**config.mk**
```make
export PLATFORM = sky130hd
export DESIGN_NAME = pipe_ctrl
export DESIGN_NICKNAME = d
export VERILOG_FILES = /design/src/rtl/pipe_ctrl.sv
export SDC_FILE = /design/constraint.sdc
export NUM_CORES = 1
export LEC_CHECK = 0
export BUFFER_PORTS_ARGS = -buffer_cell sky130_fd_sc_hd__buf_2
export CELL_PAD_IN_SITES_DETAIL_PLACEMENT = 0
export CELL_PAD_IN_SITES_GLOBAL_PLACEMENT = 2
export CORE_MARGIN = 2
export CORE_UTILIZATION = 32
export CTS_BUF_LIST = sky130_fd_sc_hd__clkbuf_4 sky130_fd_sc_hd__clkbuf_8 sky130_fd_sc_hd__clkbuf_16
export DETAILED_ROUTE_END_ITERATION = 16
export HOLD_SLACK_MARGIN = 0.1
export PLACE_DENSITY = 0.86
export SLEW_MARGIN = 20
export SYNTH_ARGS = -nofsm -noshare
export SYNTH_HDL_FRONTEND = slang
export SYNTH_SLANG_ARGS = --single-unit
```
**constraint.sdc**
```tcl
create_clock -name clk -period 5.3 [get_ports clk]
set_input_delay 0.795 -clock clk [delete_from_list [all_inputs] [get_ports clk]]
set_output_delay 0.795 -clock clk [all_outputs]
set_load 0.01 [all_outputs]
```
**src/rtl/pipe_ctrl.sv**
```systemverilog
// pipe_ctrl
//   Pipeline control unit sitting beside the decode stage register of the
//   four-stage controller. Each cycle it decides whether the decoded
//   instruction issues into execute, stalls in decode, or is flushed. It keeps
//   a 16-entry register scoreboard for RAW/WAW hazards, sequences the
//   multi-cycle MUL occupancy of execute, and applies the two-cycle flush that
//   follows a taken branch.
//
// Parameters
//   OP_NOP   no-op opcode: writes nothing, never hazards
//   OP_JMP   jump opcode: reads s1/s2, writes nothing
//   OP_MUL   multi-cycle multiply opcode
//   MUL_LAT  execute cycles occupied by MUL (2..15)
//
// Ports
//   clk           rising-edge clock
//   reset         synchronous, active-high reset
//   d_valid       decode register holds a valid instruction
//   d_opcode      decoded opcode
//   d_dest        destination register
//   d_s1, d_s2    source registers
//   wb_valid      writeback retires a register write this cycle
//   wb_dest       register retired
//   branch_taken  execute resolved a taken branch/jump this cycle
//   issue         decode instruction moves into execute at this edge
//   stall_fd      fetch and decode registers hold
//   flush_fd      fetch and decode registers load NOP
//   bubble_x      execute register loads NOP
//   x_hold        execute register holds (MUL in progress)
//   sb_pending    scoreboard, bit r set = write to r outstanding

module pipe_ctrl #(
   parameter logic [4:0]  OP_NOP  = 5'h00,
   parameter logic [4:0]  OP_JMP  = 5'h1F,
   parameter logic [4:0]  OP_MUL  = 5'h0A,
   parameter int unsigned MUL_LAT = 4
) (
   input  logic        clk,
   input  logic        reset,
   input  logic        d_valid,
   input  logic [4:0]  d_opcode,
   input  logic [3:0]  d_dest,
   input  logic [3:0]  d_s1,
   input  logic [3:0]  d_s2,
   input  logic        wb_valid,
   input  logic [3:0]  wb_dest,
   input  logic        branch_taken,
   output logic        issue,
   output logic        stall_fd,
   output logic        flush_fd,
   output logic        bubble_x,
   output logic        x_hold,
   output logic [15:0] sb_pending
);

   typedef enum logic [1:0] {
      IDLE  = 2'd0,
      MUL   = 2'd1,
      FLUSH = 2'd2
   } state_t;

   // Issue cycle is not counted by the MUL state, so it runs MUL_LAT-1 cycles.
   localparam logic [3:0] MUL_CNT = 4'(MUL_LAT - 1);

   state_t      state, state_nx;
   logic [3:0]  cnt, cnt_nx;
   logic        writes, uses_src, hazard;
   logic [15:0] wb_clr, eff, sb_set;

   // Hazard detection. A register retiring this very cycle is already free.
   always_comb begin
      writes   = (d_opcode != OP_NOP) && (d_opcode != OP_JMP);
      uses_src = (d_opcode != OP_NOP);
      wb_clr   = wb_valid ? (16'h0001 << wb_dest) : '0;
      eff      = sb_pending & ~wb_clr;
      hazard   = d_valid & ((uses_src & (eff[d_s1] | eff[d_s2])) |
                            (writes & eff[d_dest]));
   end

   always_comb begin
      state_nx = state;
      cnt_nx   = cnt;
      issue    = 1'b0;
      stall_fd = 1'b0;
      flush_fd = 1'b0;
      bubble_x = 1'b0;
      x_hold   = 1'b0;
      if (reset) begin
         flush_fd = 1'b1;
         bubble_x = 1'b1;
         state_nx = IDLE;
         cnt_nx   = '0;
      end else begin
         case (state)
            IDLE: begin
               if (branch_taken) begin
                  flush_fd = 1'b1;
                  bubble_x = 1'b1;
                  state_nx = FLUSH;
               end else if (!d_valid) begin
                  bubble_x = 1'b1;
               end else if (hazard) begin
                  stall_fd = 1'b1;
                  bubble_x = 1'b1;
               end else begin
                  issue = 1'b1;
                  if (d_opcode == OP_MUL) begin
                     cnt_nx   = MUL_CNT;
                     state_nx = MUL;
                  end
               end
            end
            MUL: begin
               x_hold   = 1'b1;
               stall_fd = d_valid;
               cnt_nx   = cnt - 4'd1;
               if (cnt <= 4'd1) begin
                  state_nx = IDLE;
               end
            end
            FLUSH: begin
               flush_fd = 1'b1;
               bubble_x = 1'b1;
               state_nx = IDLE;
            end
            default: begin
               state_nx = IDLE;
            end
         endcase
      end
   end

   // Set is applied after clear so a same-register collision leaves it set.
   always_comb begin
      sb_set = (issue & writes) ? (16'h0001 << d_dest) : '0;
   end

   always_ff @(posedge clk) begin
      if (reset) begin
         state      <= IDLE;
         cnt        <= '0;
         sb_pending <= '0;
      end else begin
         state      <= state_nx;
         cnt        <= cnt_nx;
         sb_pending <= (sb_pending & ~wb_clr) | sb_set;
      end
   end

endmodule

```
== Word-level counts from Yosys, hierarchy flattened ==
Index checks and enable logic that the tools add are counted.

* Bits of input ports: 26
* Bits in registers: 22
* Output and inout bits: 21

* Shift operators: 2
* Equality and inequality tests: 12
* Reductions and logical operators: 6
* Add/subtract/negate cells: 1
* Bitwise logic cells: 9
* Order comparisons: 4
* Mux-type cells: 38

{| class="wikitable"
|+ Operators with widths
! cell !! count
|-
| $mux W16 || 2
|-
| $shl A1 B4 Y16 const A || 2
|-
| $mux W1 || 19
|-
| $and A16 B16 Y16 || 1
|-
| $mux W4 || 4
|-
| $not A16 Y16 || 1
|-
| $or A16 B16 Y16 || 1
|-
| $lt A4 B5 Y1 const B || 3
|-
| $bmux W1 S4 || 3
|-
| $mux W2 || 5
|-
| $ne A2 B2 Y1 const B || 5
|-
| $ne A3 B3 Y1 const B || 3
|-
| $pmux W4 S2 || 1
|-
| $pmux W1 S2 || 3
|-
| $eq A5 B4 Y1 const B || 1
|-
| $ne A5 B5 Y1 const B || 1
|-
| $reduce_and A5 Y1 || 1
|-
| $reduce_bool A5 Y1 || 1
|-
| $and A1 B1 Y1 || 4
|-
| $le A4 B1 Y1 const B || 1
|-
| $pmux W2 S2 || 1
|-
| $reduce_and A4 Y1 || 1
|-
| $sub A4 B1 Y4 const B || 1
|-
| $eq A2 B1 Y1 const B || 1
|-
| other kinds (5) || 6
|}

== Depth between registers and ports, before layout ==
Gate-level depths: netlist of run 1.

* Depth in word-level cells: 18
* Gate-level depth with buffers: 10
* Gate-level depth less buffers: 7

== Least setup slack after synthesis of run 1 ==
OpenSTA, ideal clock, no wires.

* Path kind: in2out
* Start: in wb_dest[2]
* End: out stall_fd
* Path buffers: 2
* Setup slack: 1.790 ns
* Data required time: 4.505 ns
* Arrival time: 2.715 ns
* Stages on the path: 9
* Cells stage by stage: buf_4 nand2b_1 o21ai_0 mux2_2 mux4_2 o32a_1 o2111ai_2 buf_6 a22o_1

* Cells in the longest elaborated chain, start to end: 15
* Elaborated cells on any way between the ends: 20
* Those cells by class: shift (1); mux (12); bitwise (7)

{| class="wikitable"
|+ RTL lines
! what !! RTL line !! text
|-
| start, declared || 46 || <nowiki>input logic [3:0] wb_dest,</nowiki>
|-
| $shl A1 B4 Y16 (*) || 74 || <nowiki>wb_clr = wb_valid ? (16'h0001 << wb_dest) : '0;</nowiki>
|-
| $mux W16 (*) || 74 ||
|-
| $not A16 Y16 (*) || 75 || <nowiki>eff = sb_pending & ~wb_clr;</nowiki>
|-
| $and A16 B16 Y16 (*) || 75 ||
|-
| $bmux W1 S4 || 76 || <nowiki>hazard = d_valid & ((uses_src & (eff[d_s1] | eff[d_s2])) |</nowiki>
|-
| $mux W1 (not written as such) || 76 ||
|-
| $or A1 B1 Y1 || 76 ||
|-
| $and A1 B1 Y1 || 76 ||
|-
| $or A1 B1 Y1 (*) || 76 ||
|-
| $and A1 B1 Y1 (*) || 76 ||
|-
| $mux W1 (*) || 102 || <nowiki>end else if (hazard) begin</nowiki>
|-
| $mux W1 (*) || 100 || <nowiki>end else if (!d_valid) begin</nowiki>
|-
| $mux W1 (*) || 96 || <nowiki>if (branch_taken) begin</nowiki>
|-
| $pmux W1 S2 (*) || 94 || <nowiki>case (state)</nowiki>
|-
| $mux W1 (*) || 88 || <nowiki>if (reset) begin</nowiki>
|-
| end, declared || 49 || <nowiki>output logic stall_fd,</nowiki>
|}

Mark *: on every way between the ends. The rest lies on a longest branch, timed or not. The select of a mux whose other input is x is not followed.

== Worst setup path in the final report of run 1 ==
* Start: in wb_dest[1]
* End: out bubble_x

* Cells in the longest elaborated chain, start to end: 15
* Elaborated cells on any way between the ends: 20
* Those cells by class: shift (1); mux (12); bitwise (7)

{| class="wikitable"
|+ RTL lines
! what !! RTL line !! text
|-
| $shl A1 B4 Y16 (*) || 74 ||
|-
| $mux W16 (*) || 74 ||
|-
| $not A16 Y16 (*) || 75 ||
|-
| $and A16 B16 Y16 (*) || 75 ||
|-
| $bmux W1 S4 || 76 ||
|-
| $mux W1 (not written as such) || 76 ||
|-
| $or A1 B1 Y1 || 76 ||
|-
| $and A1 B1 Y1 || 76 ||
|-
| $or A1 B1 Y1 (*) || 76 ||
|-
| $and A1 B1 Y1 (*) || 76 ||
|-
| $mux W1 (*) || 102 ||
|-
| $mux W1 (*) || 100 ||
|-
| $mux W1 (*) || 96 ||
|-
| $pmux W1 S2 (*) || 94 ||
|-
| $mux W1 (*) || 88 ||
|-
| end, declared || 51 || <nowiki>output logic bubble_x,</nowiki>
|}

Marked as above.

==> summary by stage, run 1 <==
Run status
The flow ran to the end, and the final reports show no timing, DRC or antenna violations.

STA
The smallest clock period supported by the final layout is computed as 4.11 ns. After layout, the worst path uses 77.5% of the clock period. The summed negative setup slack over all endpoints is 0 ns. Based on the critical path, the design can be clocked at up to 243 MHz. The smallest setup slack after layout is 1.19 ns. The setup skew after layout is 0.00100 ns.

The number of max-slew violations in the final report is 0. Setup violations remaining at the end of the flow were counted as 0. Headroom to the max-slew limit came out at 41.6%.

The final-report hold violation count is 0. At the pin with the least slew margin, the transition time is 0.869 ns. Setup repair after global routing left no endpoint under its margin.

Synth
The leading cell type by number of instances after synthesis is dfxtp_1. The share of cell area taken by muxes after synthesis is 5.29%. When the netlist entered floorplanning its net count stood at 274. The commonest register cell after synthesis is dfxtp_1. By area the synthesized netlist is led by dfxtp_1 (24%), nand3_1 (5.4%), nor2b_1 (4.1%). The area fraction in and, or, nand and nor cells after synthesis is 31.7%. The flip-flop and latch count after synthesis is 22. The sequential element share of the synthesized area is 23.9%.

Synthesis produced a netlist whose cell count is 246. The area share of the leading cell type in the synthesized netlist is 23.9%. The largest family of logic cells by synthesized area is simple AND/OR/NAND/NOR gates.

Counting instances in the post-synthesis netlist gives the leading cell types as dfxtp_1 (22), nand3_1 (20), nand2_1 (18). The synthesized netlist occupies a cell area of 1840 um^2. In this run, synthesis inferred 0 flip-flops with an integrated enable. Of the total synthesized cell area, the portion taken by full adders, half adders and majority gates is 1.36%. In this run, distinct cell masters in the synthesized netlist total 61. The average cell area after synthesis is 7.50 um^2.

The async set-or-reset flop fraction in the synthesized netlist is 0%. The yosys synthesis warning count is 0. The largest total area in the synthesized netlist belongs to dfxtp_1. The synthesized-area fraction occupied by ao, oa, aoi and oai cells is 31.3%.

The share of the synthesized netlist area taken by xor and xnor gates is 0.475%.

Critical path
The critical path startpoint category is an input pin. The critical path in this run is classified as input pin to output port. The worst-path cell with the longest stage delay is o31ai_1. The critical path contains buffers and inverters numbering 2 combined.

STA puts the critical path data required time at 4.51 ns. The critical path goes through buf_2, nand2b_1, o31ai_1, a31o_2, nor4_1, a311oi_2, o2111ai_2, a211o_1, buf_2. The critical path endpoint category is an output port. Of all nets on the critical path, the largest fanout is 13. The cell seen most often among critical-path stages is buf_2.

The kind of cell adding the most delay to the critical path is compound AO/OA/AOI/OAI gates. The delay of the slowest cell on the worst path is 0.76 ns. For the worst setup path, the data arrival time is 3.31 ns.

Power and ir drop
Power spread over the standard cell area amounts to 189 nW/um^2. The leakage power of the design is 0.829 nW. The worst supply voltage drop on vdd is 0.100 mV.

Detailed routing
The routed wire length per instance is 16.3 um. The number of vias per cell is 5.71. The number of nets with antenna violations after routing is 0. The detailed-routing iteration count for the pre-antenna-repair pass is 4.

For this run, design rule violations remaining after detail routing come to 0. The detailed router placed 2,017 vias in this run. The routed wire length is 5770 um.

The detailed router's first-iteration violation count is 119.

Global route
The initial antenna violation count is 0. After global routing the overflow that remains totals 0. The number of global-route vias before repair is 1,765.

Entering global routing, the biggest net connects 20 pins. The global-route wire length before repair is 9050 um. Global routing used 18.0% of the available tracks across all layers.

Clock network
The root cell of the clock tree is clkbuf_8. The clock tree from TritonCTS is done. The post-cts repair resize count is 0.

The clock insertion delay at the later pin of the skew report is 0.26 ns. The number of setup buffers added after CTS is 0. The H-tree depth is 1. Clock-pin slew was measured on the worst setup and hold paths at 0.08 ns. The clock drives 22 sinks. The count of hold-fix buffers inserted at cts is 0. The number of clock buffers inserted by TritonCTS is 3.

The clock passes through at most 2 buffers.

Die
The floorplan step defined a core boundary enclosing 5540 um^2. The boundary pin count is 47. Measured along the x axis, the die boundary spans 79.9 um. The y dimension of the die is 79.9 um. The die area is 6390 um^2. The initial utilization of the core area, before any placement, comes to 33.3%. The number of cell rows is 27.

Cells and area
The antenna diode instance count is 0. The layout overhead on the synthesized area is 17.6%. The layout cell share with drive strength beyond 1 is 22.8%. In the final design database the tool counted 310 nets.

Placed design
The placed wire-length estimate is 4430 um. Timing analysis after detailed placement gives a worst setup slack of 1.27 ns. At the end of routability-driven placement, the weighted congestion stood at 0.887. Port buffering added 46 buffers.

Worst hold path
The tightest min-delay check is of the flop to flop type.

Run
The total of max-cap violations is 0.
[stage by stage]
stage	utilization [%]	cells	power [mW]	hold slack (ns)	instance area, um^2
after floorplan	-	246	0.233	0.438	1840
after global routing	39.2	353	0.429	0.488	2170
after detailed placement	37.9	349	0.258	0.455	2100
after global placement	37.9	349	0.259	0.456	2100
after CTS	39.2	353	0.414	0.466	2170
final	39.2	353	0.410	0.469	2170
[report_power, final]
group | leakage [nW] | total (mW) | internal, mW | switching (mW)
registers | 0.177 | 0.168 | 0.167 | 0.00133
clock network | 0.0357 | 0.154 | 0.101 | 0.0535
logic | 0.616 | 0.0875 | 0.0322 | 0.0553
total | 0.829 | 0.410 | 0.300 | 0.110
[state kept, by name, summed over array words and instances (netlist names)]
signal and cells:
sb_pending 16, cnt 4, state 2
[path summary, 6_finish.rpt]
check	from	to	slack, ns	depth (start not counted)
setup / recovery	wb_dest[1]	bubble_x	1.19	9
hold / removal	state[1]	state[1]	0.47	1
setup reg to reg	sb_pending[13]	sb_pending[5]	2.84	7
hold reg to reg	state[1]	state[1]	0.47	1
[cell families (layout without fill, tap and decap cells)]
group	after synthesis	count (layout)
adders and majority gates	2	2
AOI/OAI and AO/OA	79	79
buffers and inverters	25	60
DFF	22	22
xor gates and xnor gates	1	1
and+or+nand+nor	109	109
muxes	8	8
[placed cells by master (no fill, tap or decap), types with 2 or more instances in the layout]
cell / count
mux2i_1: 3
a21oi_1: 6
o22ai_1: 7
a211o_1: 2
o21a_1: 2
o31a_1: 3
o221ai_1: 2
clkbuf_8: 3
a221oi_1: 3
buf_2: 46
nand2b_1: 11
nor4_1: 3
o2bb2ai_1: 2
o41ai_1: 2
mux2_2: 4
inv_1: 7
nand3_1: 20
nor4b_1: 3
dfxtp_1: 22
ha_1: 2
buf_4: 2
o31ai_1: 7
nand2_1: 18
nor2_1: 14
and2_1: 4
nor3_1: 8
a31oi_1: 4
o21ai_1: 12
o21ai_0: 8
a22o_1: 2
nor2b_1: 12
or3_1: 5
nand4_1: 5
[cell type report]
| class | instances | area, um^2 |
|---|---|---|
| well taps | 72 | 90.1 |
| flip-flops and latches | 22 | 440 |
| clock buffers | 3 | 41.3 |
| repair buffers | 48 | 245 |
| multi-input cells | 199 | 1290 |
| inverters | 8 | 30.0 |
| fillers | 614 | 3370 |
| clock inverters | 1 | 30.0 |
[per-layer routing]
metal | wire [um] | vias up | track usage [%] | share of wire [%]
met2 | 2700 | 79 | 28.7 | 47
li1 | - | 1011 | - | -
met5 | 0 | - | 0 | 0
met1 | 2570 | 921 | 24.8 | 45
met3 | 425 | 6 | 2.38 | 7.4
met4 | 70 | 0 | 6.27 | 1.2
[worst reg2reg max path, stage by stage (launching register included)]
cell and delay, ns:
dfxtp_1 0.34, o21ai_0 0.20, mux2_2 0.33, mux4_2 0.45, o32a_1 0.39, o2111ai_2 0.17, buf_4 0.32, o22ai_1 0.12
No activity file was read; power rests on OpenSTA's default activity.
==> run 2: changes to the inputs <==
CORE_UTILIZATION = 29   (was 32)
PLACE_DENSITY = 0.8   (was 0.86)
clock period = 4.15 ns   (was 5.3 ns; I/O delays follow)
==> run 2 against run 1 <==
Against the previous run: utilization decreased by 3.9 points; routed wire length grew 4.2%; sequential power increased by 28%; total power increased by 28%; critical endpoint unchanged; largest cell class unchanged; highest routed layer unchanged.
==> summary by stage, run 2 (same netlist as run 1, synthesis figures left out) <==
Run status
The flow ran to the end, and the final reports show no timing, DRC or antenna violations.

Critical path
The largest driver fanout on the critical path is 13. The largest individual stage delay along the critical path comes from the cell o31ai_1. For the worst setup path, the data required time is 3.53 ns. The cell that appears most often on the critical path is buf_2. The critical path startpoint category is an input pin. At the worst endpoint, the arrival time is 3.14 ns. The delay of the slowest cell on the worst path is 0.77 ns.

The critical path is of the input pin to output port type. The kind of cell adding the most delay to the critical path is compound AO/OA/AOI/OAI gates. The critical path endpoint category is an output port. Together, buffers and inverters on the worst path number 2. The critical path goes through buf_2, nand2b_1, o31ai_1, a31o_2, nor4_1, a311oi_2, o2111ai_2, a211o_1, buf_2.

Power and ir drop
In this run, the clock network consumes 37.7% of the power. The internal power summed over all cells is 383 uW. Summed over all cells, the static leakage comes to 0.842 nW. The net switching power is 141 uW.

The completed layout was analyzed and its total power is 524 uW. Combinational logic burns 21.4% of the power. In this run the power density over the cells is 239 nW/um^2. The share of total power dissipated in sequential elements is 40.9%. The worst supply voltage drop on vdd is 0.321 mV.

Of the total power, the share spent switching nets is 27.0%.

Detailed routing
In the routed design, unresolved DRC markers number 0. The detail route stage leaves a number of antenna-violating nets equal to 0. In the routed layout, each cell is associated on average with a via count of 5.68. The detailed router's first-iteration violation count is 102. The routed wire length is 6020 um. The routed wire length per instance is 16.7 um.

The first detailed-routing pass took 4 iterations. The overall via count from detail_route is 2,051.

Die
The y dimension of the die is 83.7 um. The die covers 7010 um^2. For this design the top-level I/O count stands at 47.

The die width is 83.7 um. The number of cell rows is 29. The initial standard-cell utilization of the core is 29.6%. The region available for standard cell placement spans 6240 um^2.

STA
The summed negative setup slack over all endpoints is 0 ns. The final-report hold violation count is 0. Setup repair after global routing left no endpoint under its margin. The number of max-slew violations in the final report is 0. For the pin with the worst max-slew slack, the measured transition is 0.886 ns. Between clock sinks in the finished design, the worst skew comes to 0.00446 ns. The worst pin sits at a relative slew slack of 40.5%. The achievable frequency is 266 MHz. The time the final worst path needs with I/O delays and setup is 3.76 ns. The number of endpoints failing setup at the final stage is 0. After layout, the worst path uses 90.7% of the clock period.

Global route
The number of global-route vias before repair is 1,814. Global routing consumed, over all layers together, 16.8% of the routing resources. The initial antenna violation count was 0. Summed over all layers, the global routing overflow is 0. Entering global routing, the biggest net connects 22 pins. The first global-routing pass estimated 9630 um of wire.

Clock network
The number of clock buffers inserted by TritonCTS is 3. Once the clock tree was built, the resizer swapped 0 gates to a different size. The clock tree from TritonCTS is done.

The number of setup buffers added after CTS is 0. The number of hold buffers added after CTS was 0. The clock insertion delay at the later pin of the skew report is 0.26 ns. In this run the number of H-tree levels came out at 1. The tree is rooted in a clkbuf_8. After clock tree synthesis, the clock-pin slew on the worst setup and hold paths is 0.08 ns. The number of buffers between clock root and the deepest sink is 2. The number of sinks driven by the clock tree is 22.

Cells and area
The antenna diode instance count is 0. The number of flip-flops under the largest register name is 16. Ranked by flip-flop count, first place goes to sb_pending. The layout cell share with drive strength beyond 1 is 23.6%. The leading cell type in the layout, fill and taps excluded is buf_2. In the final layout, the registers with the most flip-flops are sb_pending (16), cnt (4), state (2). Relative to the synthesized area, the layout overhead comes to 19.2%.

Leaving out fill and tap cells, the most frequent cells in the layout are buf_2 (46), dfxtp_1 (22), nand3_1 (20). The final layout contains 313 nets.

Placed design
After legalization and detailed placement, the total HPWL measured 4600 um. At the end of routability-driven placement, the weighted congestion stood at 0.929. The number of buffers added on ports is 46.

Worst hold path
The worst hold path class is flop to flop.

Run
Across the run, the number of max-cap violations was 0.
==> run 2: cell count changes in the layout (fill, tap and decap cells not counted), sizes merged <==
cell / before / now
buf: 48 / 51
==> run 2: power by group through the flow <==
stage | Clock [mW] | Sequential [mW] | Combinational (mW)
floorplan | 0 | 0.219 | 0.0786
global placement | 0 | 0.219 | 0.113
detailed placement | 0 | 0.219 | 0.111
CTS | 0.204 | 0.214 | 0.112
global route | 0.211 | 0.215 | 0.124
finish | 0.198 | 0.215 | 0.112
==> run 2: worst paths after layout <==
path,from,depth (start not counted),end,slack [ns]
setup reg to reg,sb_pending[13],7,sb_pending[3],1.72
setup / recovery,wb_dest[1],9,bubble_x,0.39
hold / removal,state[1],1,state[1],0.48
hold reg to reg,state[1],1,state[1],0.48
==> run 2: layout make-up <==
type                    instances  area (um^2)
flip-flops and latches         22          440
clock buffers                   3         41.3
fillers                       681         4040
clock inverters                 1         30.0
well taps                      77         96.3
inverters                       8         30.0
multi-input cells             199         1290
repair buffers                 51          268
==> run 2: routing by layer <==
metal  GRT usage (%)  wire length (um)  share of wire, %
met1            23.1              2750                46
met2            27.3              2680                45
met3            2.67               452               7.5
met4            4.55               138               2.3
met5               0                 0                 0
==> run 2: through the flow <==
stage               setup slack [ns]  cells  hold WS, ns  area (um^2)  util [%]
floorplan                      0.985    246        0.438         1840         -
global placement               0.382    357        0.452         2130      34.1
detailed placement             0.423    357        0.461         2130      34.1
CTS                            0.411    361        0.474         2200      35.2
global route                   0.252    361        0.521         2200      35.2
finish                         0.386    361        0.480         2200      35.2
==> run 3: changes to the inputs <==
ABC_AREA = 1   (was unset)
CORE_UTILIZATION = 27   (was 29)
PLACE_DENSITY = 0.81   (was 0.8)
==> run 3 against run 2 <==
Against the previous run: routed wire length down 1.2%; register-to-register slack better by 0.68 ns; sequential power about the same; clock power down 18%; cell count up 14%; global-route usage down 0.11 points; worst setup slack better by 0.70 ns; hold slack better by 0.031 ns; final area down 4.2%; combinational power about the same; first-iteration DRC count down 31%.
==> summary by stage, run 3 <==
STA
Measured against its own limit, the worst slew margin works out to 66.5%. The time the final worst path needs with I/O delays and setup is 3.07 ns. Setup violations remaining at the end of the flow were counted as 0.

Setup repair after global routing left no endpoint under its margin. For the final routed database, the setup TNS stands at 0 ns. The achievable frequency is 326 MHz. The final-report hold violation count is 0. The number of max-slew violations in the final report was 0. For the final database, setup skew stands at 0.0190 ns. The slew at the pin closest to its max-slew limit is 0.502 ns. The final critical path takes up 73.9% of the cycle.

Synth
The flip-flop and latch count after synthesis is 22. Counting distinct cell types in the post-synthesis netlist gives 27. By area the synthesized netlist is led by dfxtp_1 (25%), nand3_1 (19%), nand2_1 (14%). The commonest register cell after synthesis is dfxtp_1. After synthesis, flip-flops and latches occupy 24.8% of the total area.

The number of nets handed over by synthesis was 323. Counting flops with an async set or reset pin after synthesis yields a share of 0%. The post-synthesis cell type with the largest combined area is dfxtp_1. The count of flip-flops with a built-in enable after synthesis is 0.

During synthesis, Yosys emitted a total of 0 warnings. In the synthesized netlist, the cells that appear most often are nand2_1 (66), nand3_1 (66), a21oi_1 (27). In this run the mean area of a mapped cell was 6.02 um^2. In this run the biggest area consumer among cell types represents 24.8% of the synthesized area.

The mapped netlist covers 1780 um^2. The count of mapped cells out of synthesis is 295.

Detailed routing
The residual DRC count is 0. Detailed routing inserted a total of 2,160 vias. The routed wire length is 5940 um.

Dividing the detail-routed wire length by the instance count gives 14.4 um. The number of nets with antenna violations after routing is 0. In this run, the number of DRC markers left after iteration 0 of detailed routing was 70. The detailed-routing iteration count for the pre-antenna-repair pass is 4. Using the TritonRoute via totals, the vias-per-cell ratio works out to 5.24.

Clock network
Clock-pin slew was measured on the worst setup and hold paths at 0.09 ns. The clock insertion delay at the later pin of the skew report is 0.28 ns. The tree is rooted in a clkbuf_8. The number of sinks driven by the clock tree is 22. In this run, post-CTS repair resized a total of 0 instances. The number of setup buffers added after CTS is 0. In this run the number of H-tree levels came out at 1. The number of clock buffers inserted by TritonCTS is 3. The count of hold-fix buffers inserted at cts is 0. No sink is reached through more buffers than the 2 on the longest clock path.

TritonCTS built the clock tree.

Power and ir drop
The clock share of power is 33.1%. The sequential share of power is 43.9%. Per report_power, the combinational group accounts for 23.0% of the total. The net switching power is 154 uW. The proportion of total power due to net switching is 31.6%. Across the VDD grid, the largest voltage drop is 0.105 mV.

The power per standard cell area is 232 nW/um^2. Cell internal power was estimated by the tool at 334 uW. The leakage power of the design is 0.936 nW.

Cells and area
The register with the most flip-flops in the layout has 16 of them. The register name with the most flops is sb_pending. The final core utilization is 33.2%. The number of fillers in the final layout is 735. The largest registers in the layout are sb_pending (16), cnt (4), state (2).

The layout cell share with drive strength beyond 1 is 18.5%. The non-filler instance count after layout is 412. Leaving out fill and tap cells, the most frequent cells in the layout are nand2_1 (66), nand3_1 (66), buf_2 (46).

The final layout contains 364 nets. The antenna diode instance count is 0. From synthesis to final layout, the design area changed by 18.6%.

Die
The die covers 7240 um^2. The floorplan has 29 rows. The initial utilization of the core area, before any placement, comes to 28.0%.

The core region is 6350 um^2. From bottom edge to top edge, the die measures 85.1 um. The boundary pin count is 47. The die width is 85.1 um.

Global route
The number of global-route vias before repair is 2,040. For this run the aggregate overflow at the end of global routing stands at 0. The first global-routing pass estimated 9740 um of wire.

The initial antenna violation count is 0. Entering global routing, the biggest net connects 25 pins. Across every metal layer, demand over resource in global routing totals 16.7%.

Run
Max-cap violations in this run came to 0.

Placed design
In this run the tool buffered the top-level ports with 46 buffer cells. Once placement completed, the tool counted placed cells totaling 408. The routability congestion estimate is 0.840. Detailed placement finished with a half-perimeter wire length of 4820 um.

Critical path
The largest single stage delay on the critical path is 0.22 ns. The critical path endpoint category is an output port. For the worst setup path, the data required time is 3.53 ns. Walking the worst path, the cells encountered are buf_2, nor2_1, nand3_1, nand2_1, nand2_1, nand3_1, nand3_1, nand3_1, nand2_1, nand3b_4, nand2_4, nand2_1, nor4_1, buf_2. The worst-path cell with the longest stage delay is nor2_1. The class of the most critical setup path is input pin to output port. In this run the worst path has a maximum fanout of 18.

The critical path startpoint category is an input pin. Among cell families on the critical path, the largest total delay comes from simple AND/OR/NAND/NOR gates. The worst path arrival time is 2.45 ns. The buffers plus inverters on the worst setup path is 2.

Run status
The run finished with clean final reports.

Worst hold path
The worst hold path class is flop to flop.
run 3: cell types whose count changed in the layout (fill, tap and decap cells not counted), sizes merged, moves of 8 or more:
cell / before / now
nand2: 18 / 69
nand3: 20 / 66
a21oi: 6 / 27
inv: 8 / 27
nand4: 5 / 24
o21ai: 20 / 1
nor2b: 12 / 0
nand2b: 11 / 0
nor3: 8 / 19
o31ai: 8 / 0
run 3: path summary, 6_finish.rpt:
kind | start | to | slack (ns) | depth (start not counted)
worst min register to register | state[0] | state[1] | 0.51 | 3
worst max register to register | state[1] | sb_pending[14] | 2.40 | 6
worst max-delay path | wb_dest[0] | issue | 1.08 | 14
worst min-delay path | state[0] | state[1] | 0.51 | 3
run 3: stage by stage:
step                      setup WS [ns]  cell area (um^2)  hold slack, ns  power (mW)
after floorplan                    1.44              1780           0.470       0.298
after global placement             1.06              2050           0.495       0.331
after detailed placement           1.07              2050           0.500       0.331
after CTS                          1.06              2110           0.514       0.487
after global routing              0.787              2110           0.548       0.511
final                              1.08              2110           0.511       0.489
run 3: worst reg2reg max path: stages, from the launching register on:
cell	delay (ns)
dfxtp_1	0.35
nor2_1	0.14
inv_1	0.07
nor2_1	0.19
and3_1	0.52
nand4_1	0.15
a21oi_1	0.24
run 3: kinds of logic after synthesis:
| logic type | share of synthesized area (%) |
|---|---|
| compound gates | 7.89 |
| flops | 24.8 |
| fa+ha+maj | 1.41 |
| simple gates | 56.0 |
| buf+inv | 9.44 |
| xor+xnor | 0.493 |
run 3: layout make-up:
cell class                 instances  area (um^2)  area share (%)
clock buffer                       4         55.1            2.61
tap                               77         96.3            4.58
multi-input combinational        233         1170            55.4
sequential                        22          440            20.9
inverter                          29          109            5.17
timing repair buffer              47          238            11.3
run 3: power by group through the flow:
stage | logic [mW] | clock network (mW) | registers [mW]
2_1_floorplan | 0.0783 | 0 | 0.219
3_3_place_gp | 0.112 | 0 | 0.219
3_5_place_dp | 0.112 | 0 | 0.219
4_1_cts | 0.112 | 0.161 | 0.215
5_1_grt | 0.127 | 0.169 | 0.215
6_report | 0.112 | 0.162 | 0.215
run 3: routing by layer:
layer,global-route usage (%),vias up,part of all wire [%]
li1,-,1099,-
met1,21.9,996,49
met2,28.7,56,46
met3,1.56,9,4.0
met4,5.63,0,1.7
met5,0,-,0
